**config.mk**
```make
export PLATFORM = sky130hd
export DESIGN_NAME = poly_dds_voice_bank
export DESIGN_NICKNAME = d
export VERILOG_FILES = /design/src/rtl/poly_dds_voice_bank.sv
export SDC_FILE = /design/constraint.sdc
export NUM_CORES = 1
export LEC_CHECK = 0
export ABC_CLOCK_PERIOD_IN_PS = 9600
export BUFFER_PORTS_ARGS = -buffer_cell sky130_fd_sc_hd__buf_4
export CAP_MARGIN = 20
export CORE_ASPECT_RATIO = 2
export CORE_MARGIN = 2
export CORE_UTILIZATION = 30
export DETAILED_ROUTE_END_ITERATION = 12
export SLEW_MARGIN = 20
export SYNTH_ARGS = -nofsm -noshare
export SYNTH_HDL_FRONTEND = slang
export SYNTH_SLANG_ARGS = --single-unit
```
**constraint.sdc**
```tcl
create_clock -name clk_i -period 9.6 [get_ports clk_i]
set_clock_uncertainty 0.1 [all_clocks]
set_input_delay 0.96 -clock clk_i [delete_from_list [all_inputs] [get_ports clk_i]]
set_output_delay 0.96 -clock clk_i [all_outputs]
set_load 0.02 [all_outputs]
```
**src/rtl/poly_dds_voice_bank.sv**
```systemverilog
// Polyphonic DDS tone generator: key-press voice allocation with round-robin stealing,
// per-voice phase accumulators with triangle/square shaping, mixed into a first-order PWM bit.
module poly_dds_voice_bank #(
  parameter int VOICES  = 4,
  parameter int KEYS    = 13,
  parameter int PHASE_W = 25,
  parameter int SAMP_W  = 12,
  parameter int FCW_W   = 16
) (
  input  logic                  clk_i,
  input  logic                  rst_ni,
  input  logic [KEYS-1:0]       key_n_i,
  input  logic [KEYS*FCW_W-1:0] fcw_tab_i,
  input  logic [2:0]            octave_i,
  input  logic                  wave_sel_i,
  output logic                  pwm_out_o,
  output logic [VOICES-1:0]     active_mask_o,
  output logic                  steal_pulse_o
);

  localparam int MIX_W  = SAMP_W + $clog2(VOICES);
  localparam int KEY_IW = (KEYS > 1) ? $clog2(KEYS) : 1;
  localparam int VIDX_W = $clog2(VOICES);
  localparam int FCWE_W = FCW_W + 3;

  logic [KEYS-1:0]    key_q;
  logic [KEYS-1:0]    pending_q, pending_d;
  logic [VOICES-1:0]  busy_q, busy_d;
  logic [KEY_IW-1:0]  vkey_q  [VOICES];
  logic [KEY_IW-1:0]  vkey_d  [VOICES];
  logic [PHASE_W-1:0] phase_q [VOICES];
  logic [PHASE_W-1:0] phase_d [VOICES];
  logic [VIDX_W-1:0]  rr_q, rr_d;
  logic               steal_q, steal_d;
  logic [MIX_W-1:0]   mix_q, mix_d;
  logic [MIX_W:0]     acc_q, acc_d;

  logic              svc_valid;
  logic [KEY_IW-1:0] svc_key;
  logic              hit;
  logic [VIDX_W-1:0] hit_v;
  logic              free_valid;
  logic [VIDX_W-1:0] free_v;
  logic [VIDX_W-1:0] alloc_v;
  logic              do_alloc;

  logic [1:0]        shift;
  logic [FCW_W-1:0]  fcw_arr [KEYS];
  logic [FCWE_W-1:0] fcw_eff [VOICES];
  logic [SAMP_W:0]   tword   [VOICES];
  logic [SAMP_W-1:0] samp    [VOICES];
  logic [VOICES-1:0] rel;

  always_comb begin
    unique case (octave_i)
      3'd0, 3'd1: shift = 2'd0;
      3'd2:       shift = 2'd1;
      3'd3:       shift = 2'd2;
      default:    shift = 2'd3;
    endcase
    for (int k = 0; k < KEYS; k++) begin
      fcw_arr[k] = fcw_tab_i[k*FCW_W +: FCW_W];
    end
  end

  // One pending press per cycle is serviced; a key already held by a voice only restarts its phase.
  always_comb begin
    svc_valid = 1'b0;
    svc_key   = '0;
    for (int i = KEYS-1; i >= 0; i--) begin
      if (pending_q[i] && !key_n_i[i]) begin
        svc_valid = 1'b1;
        svc_key   = KEY_IW'(i);
      end
    end
    hit   = 1'b0;
    hit_v = '0;
    free_valid = 1'b0;
    free_v     = '0;
    for (int v = VOICES-1; v >= 0; v--) begin
      if (busy_q[v] && vkey_q[v] == svc_key) begin
        hit   = 1'b1;
        hit_v = VIDX_W'(v);
      end
      if (!busy_q[v]) begin
        free_valid = 1'b1;
        free_v     = VIDX_W'(v);
      end
    end
    alloc_v  = free_valid ? free_v : rr_q;
    do_alloc = svc_valid && !hit;
    steal_d  = do_alloc && !free_valid;
    pending_d = (pending_q & ~key_n_i) | (key_q & ~key_n_i);
    if (svc_valid) pending_d[svc_key] = 1'b0;
    rr_d = rr_q;
    if (steal_d) rr_d = (rr_q == VIDX_W'(VOICES-1)) ? '0 : rr_q + 1'b1;
  end

  always_comb begin
    rel    = '0;
    busy_d = '0;
    for (int v = 0; v < VOICES; v++) begin
      fcw_eff[v] = {3'b000, fcw_arr[vkey_q[v]]} << shift;
      rel[v]     = busy_q[v] && key_n_i[vkey_q[v]];
      busy_d[v]  = busy_q[v] && !rel[v];
      vkey_d[v]  = vkey_q[v];
      phase_d[v] = busy_d[v] ? phase_q[v] + PHASE_W'(fcw_eff[v]) : '0;
      if (svc_valid && hit && hit_v == VIDX_W'(v)) phase_d[v] = '0;
      if (do_alloc && alloc_v == VIDX_W'(v)) begin
        busy_d[v]  = 1'b1;
        vkey_d[v]  = svc_key;
        phase_d[v] = '0;
      end
      tword[v] = phase_q[v][PHASE_W-1 -: SAMP_W+1];
      if (!busy_q[v])      samp[v] = '0;
      else if (wave_sel_i) samp[v] = tword[v][SAMP_W] ? {SAMP_W{1'b1}} : '0;
      else                 samp[v] = tword[v][SAMP_W] ? ~tword[v][SAMP_W-1:0] : tword[v][SAMP_W-1:0];
    end
  end

  always_comb begin
    mix_d = '0;
    for (int v = 0; v < VOICES; v++) begin
      mix_d = mix_d + MIX_W'(samp[v]);
    end
    acc_d = {1'b0, acc_q[MIX_W-1:0]} + {1'b0, mix_q};
  end

  always_ff @(posedge clk_i or negedge rst_ni) begin
    if (!rst_ni) begin
      key_q     <= '1;
      pending_q <= '0;
      busy_q    <= '0;
      rr_q      <= '0;
      steal_q   <= 1'b0;
      mix_q     <= '0;
      acc_q     <= '0;
      for (int v = 0; v < VOICES; v++) begin
        vkey_q[v]  <= '0;
        phase_q[v] <= '0;
      end
    end else begin
      key_q     <= key_n_i;
      pending_q <= pending_d;
      busy_q    <= busy_d;
      rr_q      <= rr_d;
      steal_q   <= steal_d;
      mix_q     <= mix_d;
      acc_q     <= acc_d;
      for (int v = 0; v < VOICES; v++) begin
        vkey_q[v]  <= vkey_d[v];
        phase_q[v] <= phase_d[v];
      end
    end
  end

  assign pwm_out_o     = acc_q[MIX_W];
  assign active_mask_o = busy_q;
  assign steal_pulse_o = steal_q;

endmodule

```
==> impl_metrics.py, run 1 <==
metrics = {
    "die": {
        "io_pins": 233,
        "start_util_pct": 30.1,
        "core_area_um2": 69400,
        "fp.dieH_um": 377,
        "fp.dieW_um": 191,
        "rows": 137,
        "fp.dieArea_um2": 72000,
    },
    "place": {
        "dpl_cell_area_um2": 23600,
        "globalplace.congestion": 0.984,
        "portBuffers": 232,
        "hpwl_mm": 60.2,
    },
    "clock_tree": {
        "cts_root_buf": "clkbuf_16",
        "h-tree-depth": 4,
        "cts_buffers": 17,
        "clock-sinks": 178,
        "clk_pin_slew_worst_paths_ns": 0.09,
        "clock_latency_ns": 0.47,
        "cts_buffer_depth": 2,
        "cts-resized-gates": 0,
        "post_cts_buffers": 0,
        "ctsHoldBuffers": 0,
        "cts_tree": "done",
    },
    "timing": {
        "setup_tns_ns": 0,
        "worst_pin_slew_ns": 1.04,
        "max_freq_mhz": 166,
        "finalSetupViolCount": 0,
        "period_needed_ns": 6.02,
        "rsz0062_at_grt": "no",
        "finalHoldViolations": 0,
        "relSlewSlack_pct": 30.3,
        "slew_viol_final": 0,
        "finalCritPeriodShare_pct": 62.8,
    },
    "setup_path": {
        "cp_data_arrival_time_ns": 6.25,
        "regToRegStartpoint": "vkey_q[11]",
        "r2r_cells": 15,
        "critPathCaptureType": "flop",
        "worstPathRequired_ns": 9.83,
        "crit_fanout": 17,
        "worst-setup-path-type": "flop to flop",
        "reg2reg_slack_ns": 3.58,
        "crit_start": "vkey_q[11]",
        "cp-start-kind": "flop",
        "worstReg2RegEnd": "phase_q[71]",
    },
    "min_path": {
        "hold_path.startpoint": "pending_q[0]",
        "min_path_type": "flop to flop",
        "min_path_cells": 1,
        "min_to": "pending_q[0]",
    },
    "job": {
        "cap_violations": 0,
    },
    "yosys": {
        "postSynthCellCount": 2172,
        "ys.flop_type": "dfrtp_1",
        "synthesis.nets": 2532,
        "ys_async_sr_fraction_pct": 100,
        "yosys_warnings": 0,
        "avgSynthCellArea_um2": 9.63,
        "synth_seq_area_share_pct": 21.4,
        "synth_edf_count": 0,
        "synth_cell_types": 90,
        "ys_ff_latch": 178,
        "syn_area_um2": 20900,
    },
    "grt": {
        "gr-usage-all-layers_pct": 20.8,
        "grt_max_degree": 117,
        "grt_pass1_wl_mm": 114,
        "grt_pass1_vias": 18779,
        "antenna_found_initial": 2,
        "grt_overflow": 0,
    },
    "drt": {
        "first_pass_iters": 6,
        "routed_wl_mm": 75.1,
        "wl_per_cell_um": 23.1,
        "drtIter0Drc": 1707,
        "avgViaCountPerCell": 5.77,
        "drt_drc_violations_left": 0,
        "vias": 18744,
        "ant_nets": 0,
    },
    "outcome": {
        "outcome": "completed",
    },
    "cells_and_area": {
        "syn_to_final_growth_pct": 15.7,
        "drive_above_1_share_pct": 23.4,
        "nFillCells": 7068,
        "final_area_um2": 24200,
        "final_nets": 2693,
    },
    "pwr": {
        "pwr_density_cell_nw_per_um2": 304,
        "p_leak_nw": 10.3,
        "irDropWorstVdd_v": 0.000208,
    },
}
through the flow:
stage | worst slack (ns) | util [%] | hold slack (ns) | total power (W) | cells
after floorplan | 4.65 | - | 0.327 | 0.00503 | 2172
after global placement | 3.87 | 34.0 | 0.342 | 0.00651 | 3217
after global routing | 3.04 | 34.9 | 0.369 | 0.00785 | 3251
after detailed placement | 3.69 | 34.0 | 0.347 | 0.00656 | 3217
after CTS | 3.67 | 34.9 | 0.362 | 0.00732 | 3249
final | 3.58 | 34.9 | 0.359 | 0.00736 | 3251
layout make-up:
class	instances	area, um2	area share, %
multi-input combinational	1780	15600	64.6
tap	903	1130	4.67
clock buffer	18	450	1.86
timing repair buffer	262	1970	8.16
inverter	94	353	1.46
antenna	2	5.00	0.0207
clock inverter	14	175	0.724
sequential	178	4490	18.6
power breakdown:
group / internal [W] / total, W / switching (W)
combinational: 0.00223 / 0.00546 / 0.00322
sequential: 0.000912 / 0.00116 / 0.000245
clock: 0.000370 / 0.000739 / 0.000369
worst max-delay path: stages (launching register included):
cell and delay [ns]:
dfrtp_1 0.71, clkinv_1 0.84, nor3_1 1.03, a22oi_1 0.20, o21ai_0 0.17, mux2i_1 0.16, mux2i_1 0.18, ha_1 0.32
a211o_1 0.36, o41ai_1 0.68, a221oi_1 0.20, a41oi_1 0.33, a21oi_1 0.17, nand3_1 0.14, xor2_1 0.25, nor2_4 0.04
state kept, by name (all words and copies together) (netlist names):
name	count
steal_pulse_o	1
active_mask_o	4
pending_q	13
vkey_q	16
phase_q	100
key_q	13
mix_q	14
acc_q	15
rr_q	2
per-layer routing:
layer / share of wire [%] / up-vias / global-route usage, %
met5: 0 / - / 0
met4: 6.1 / 0 / 11.7
met3: 8.5 / 220 / 4.26
met2: 48 / 1029 / 34.6
met1: 38 / 9027 / 24.9
li1: - / 8468 / -
layout by cell type (no fill, tap or decap), types with 27 or more instances in the layout:
master    Yosys  routed
a21oi_1     106     105
a22oi_1      27      27
buf_4         0     261
dfrtp_1     165     157
fa_1         29      29
ha_1        104     104
inv_1        91      91
mux2i_1     211     211
mux4_2      167     167
nand2_1     188     188
nand2b_1     64      64
nor2_1      173     173
nor2b_1      36      36
nor3_1       38      38
o21ai_0     101     101
o221ai_1     35      35
o22ai_1      33      33
xnor2_1      99      99
xor2_1       42      42
synth_stat cells (16+ instances only):
master      n  area (um2)
nor2_4     18         203
nor3_1     38         190
a21o_1     21         158
or3_1      21         131
clkbuf_1   83         312
buf_1      21        78.8
nor2_1    173         649
inv_1      91         342
nand2_1   188         706
nor2b_1    36         225
a21oi_1   106         531
o22ai_1    33         206
xnor2_1    99         867
mux2_2     16         180
and2_1     17         106
fa_1       29         581
a22oi_1    27         203
dfrtp_1   165        4130
o21ai_0   101         505
nand3_1    24         120
mux4_2    167        3760
xor2_1     42         368
o21a_1     17         128
mux2i_1   211        2110
nand2b_1   64         400
ha_1      104        1300
o221ai_1   35         307
how the worst max path moves through the flow:
stage / end / slack, ns / cells after the start
final: phase_q[71] / 3.58 / 15
after global routing: phase_q[71] / 3.04 / 16
after CTS: phase_q[71] / 3.67 / 15
after detailed placement: phase_q[71] / 3.69 / 16
after global placement: phase_q[71] / 3.87 / 15
after floorplan: phase_q[23] / 4.65 / 18
logic make-up (layout without fill, tap and decap cells):
group           count (synthesis)  count (layout)  share of synthesized area (%)
mux                           398             398                           29.3
compound gates                468             468                           14.9
buf+inv                       214             388                           4.08
xor+xnor                      141             141                           5.90
other cells                     0               2                              0
flops                         178             178                           21.4
simple gates                  640             640                           15.4
fa+ha+maj                     133             133                           9.00
(Power assumes the default switching activity.)
==> inputs of run 2 (changes only) <==
--- a/config.mk
+++ b/config.mk
@@ -5,7 +5,7 @@
 export SDC_FILE = /design/constraint.sdc
 export NUM_CORES = 1
 export LEC_CHECK = 0
-export ABC_CLOCK_PERIOD_IN_PS = 9600
+export ABC_CLOCK_PERIOD_IN_PS = 5420
 export BUFFER_PORTS_ARGS = -buffer_cell sky130_fd_sc_hd__buf_4
 export CAP_MARGIN = 20
 export CORE_ASPECT_RATIO = 2
==> constraint.sdc (replaced) <==
create_clock -name clk_i -period 5.42 [get_ports clk_i]
set_clock_uncertainty 0.1 [all_clocks]
set_input_delay 0.542 -clock clk_i [delete_from_list [all_inputs] [get_ports clk_i]]
set_output_delay 0.542 -clock clk_i [all_outputs]
set_load 0.02 [all_outputs]
==> run 2 against run 1 <==
Against the previous run:
- register-to-register slack worse by 3.2 ns
- clock power increased by 76%
- first-iteration DRC count up 4.9%
- via count is 1.9% higher
- maximum frequency up 20%
- power up 84%
- combinational power up 87%
- largest cell class unchanged
==> impl_metrics.py, run 2 (synthesis results as in run 1) <==
metrics = {
    "timing": {
        "worst_pin_slew_ns": 0.916,
        "period_needed_ns": 5.02,
        "finalHoldViolations": 0,
        "slew_viol_final": 0,
        "setup_tns_ns": 0,
        "relSlewSlack_pct": 38.9,
        "finalCritPeriodShare_pct": 92.7,
        "finalSetupViolCount": 0,
        "max_freq_mhz": 199,
        "rsz0062_at_grt": "no",
    },
    "setup_path": {
        "worstPathRequired_ns": 5.70,
        "crit_fanout": 12,
        "worst-setup-path-type": "flop to flop",
        "cp_data_arrival_time_ns": 5.31,
        "cp-start-kind": "flop",
        "critPathCaptureType": "flop",
    },
    "cells_and_area": {
        "reg.largest.list": "phase_q (100), vkey_q (16), acc_q (15)",
        "largest_reg_flops": 100,
        "final_cell_mix": "328 x buf_4, 211 x mux2i_1, 188 x nand2_1, 173 x nor2_1, 167 x mux4_2",
        "drive_above_1_share_pct": 25.7,
        "final_common_cell": "buf_4",
        "final_nets": 2767,
        "final_area_um2": 24800,
        "top_register": "phase_q",
        "syn_to_final_growth_pct": 18.7,
        "nFillCells": 7044,
    },
    "clock_tree": {
        "clock-sinks": 178,
        "clk_pin_slew_worst_paths_ns": 0.08,
        "cts_buffer_depth": 2,
        "cts_buffers": 17,
        "clock_latency_ns": 0.47,
        "cts_root_buf": "clkbuf_16",
        "cts_tree": "done",
        "h-tree-depth": 4,
    },
    "place": {
        "hpwl_mm": 61.5,
        "globalplace.congestion": 0.987,
        "dpl_cell_area_um2": 24200,
        "portBuffers": 232,
    },
    "outcome": {
        "outcome": "completed",
    },
    "drt": {
        "routed_wl_mm": 76.3,
        "vias": 19109,
        "drt_drc_violations_left": 0,
        "ant_nets": 0,
        "avgViaCountPerCell": 5.75,
        "first_pass_iters": 8,
        "wl_per_cell_um": 22.9,
        "drtIter0Drc": 1790,
    },
    "grt": {
        "grt_pass1_wl_mm": 116,
        "gr-usage-all-layers_pct": 21.2,
        "grt_max_degree": 105,
        "grt_pass1_vias": 19244,
        "grt_overflow": 0,
        "antenna_found_initial": 1,
    },
    "job": {
        "cap_violations": 0,
    },
    "pwr": {
        "p_leak_nw": 10.7,
        "p_total_w": 0.0135,
        "irDropWorstVdd_v": 0.000263,
        "pwr_density_cell_nw_per_um2": 545,
    },
    "min_path": {
        "min_path_type": "input pin to async pin",
    },
    "die": {
        "core_area_um2": 69400,
        "fp.dieH_um": 377,
        "fp.dieW_um": 191,
        "start_util_pct": 30.1,
        "fp.dieArea_um2": 72000,
        "rows": 137,
        "io_pins": 233,
    },
}
run 2: cell types whose count changed in the layout (fill, tap and decap cells not counted), sizes merged:
| cell | delta |
|---|---|
| inv | -1 |
| clkinv | -2 |
| clkbuf | +2 |
| buf | +73 |
| clkinvlp | +2 |
| diode | -1 |
run 2: per-layer routing:
layer  vias to the layer above  GRT usage [%]  wire length [um]
met4                         0           10.1              4010
met3                       198           3.86              5650
met2                       959           36.2             37200
met5                         -              0                 0
li1                       8624              -                 -
met1                      9328           25.6             29400
run 2: path summary, 6_finish.rpt:
path | depth (start not counted) | endpoint | slack [ns] | from
setup / recovery | 17 | phase_q[20] | 0.40 | vkey_q[0]
hold / removal | 1 | steal_pulse_o | 0.11 | rst_ni
setup reg to reg | 17 | phase_q[20] | 0.40 | vkey_q[0]
hold reg to reg | 1 | pending_q[0] | 0.36 | pending_q[0]
max in group asynchronous | 2 | phase_q[36] | 4.20 | rst_ni
min in group clk_i | 1 | key_q[1] | 0.11 | key_n_i[1]
run 2: power breakdown:
group	internal (W)	total [W]	switching, W
clock network	0.000666	0.00130	0.000637
registers	0.00162	0.00198	0.000365
logic	0.00432	0.0102	0.00593
run 2: through the flow:
stage / instances / setup slack [ns] / utilization, % / hold slack [ns]
floorplan: 2172 / 0.466 / - / 0.146
global placement: 3291 / 0.479 / 34.9 / 0.345
detailed placement: 3291 / 0.380 / 34.9 / 0.353
CTS: 3323 / 0.341 / 35.7 / 0.0786
global route: 3323 / 0.0609 / 35.8 / 0.0918
finish: 3324 / 0.397 / 35.8 / 0.106
run 2: what timing repair did:
action                                  4_1_cts  5_1_grt
hold buffers                                  0        0
endpoints found under the setup margin        0        2
hold endpoints to repair                      0        0
buffers inserted                              0        0
gates resized for setup                       0        2
run 2: critical path: stages (launching register included):
cell      delay, ns
dfrtp_4        0.58
mux4_2         0.54
nand2_1        0.08
a21oi_1        0.07
a221oi_1       0.65
inv_1          0.09
mux2i_1        0.25
mux2i_1        0.12
ha_1           0.36
o21a_1         0.14
o21ai_0        0.13
a211oi_1       0.36
nor3_1         0.13
o31ai_1        0.41
nor4_1         0.09
o31a_1         0.36
or3_1          0.32
a21oi_1        0.16
run 2: layout make-up:
class | instances | area, um2 | share of cell area, %
antenna | 1 | 2.50 | 0.0101
tap | 903 | 1130 | 4.55
timing repair buffer | 336 | 2620 | 10.6
inverter | 94 | 353 | 1.42
multi-input combinational | 1780 | 15600 | 62.9
clock buffer | 19 | 475 | 1.92
sequential | 178 | 4490 | 18.1
clock inverter | 13 | 131 | 0.529
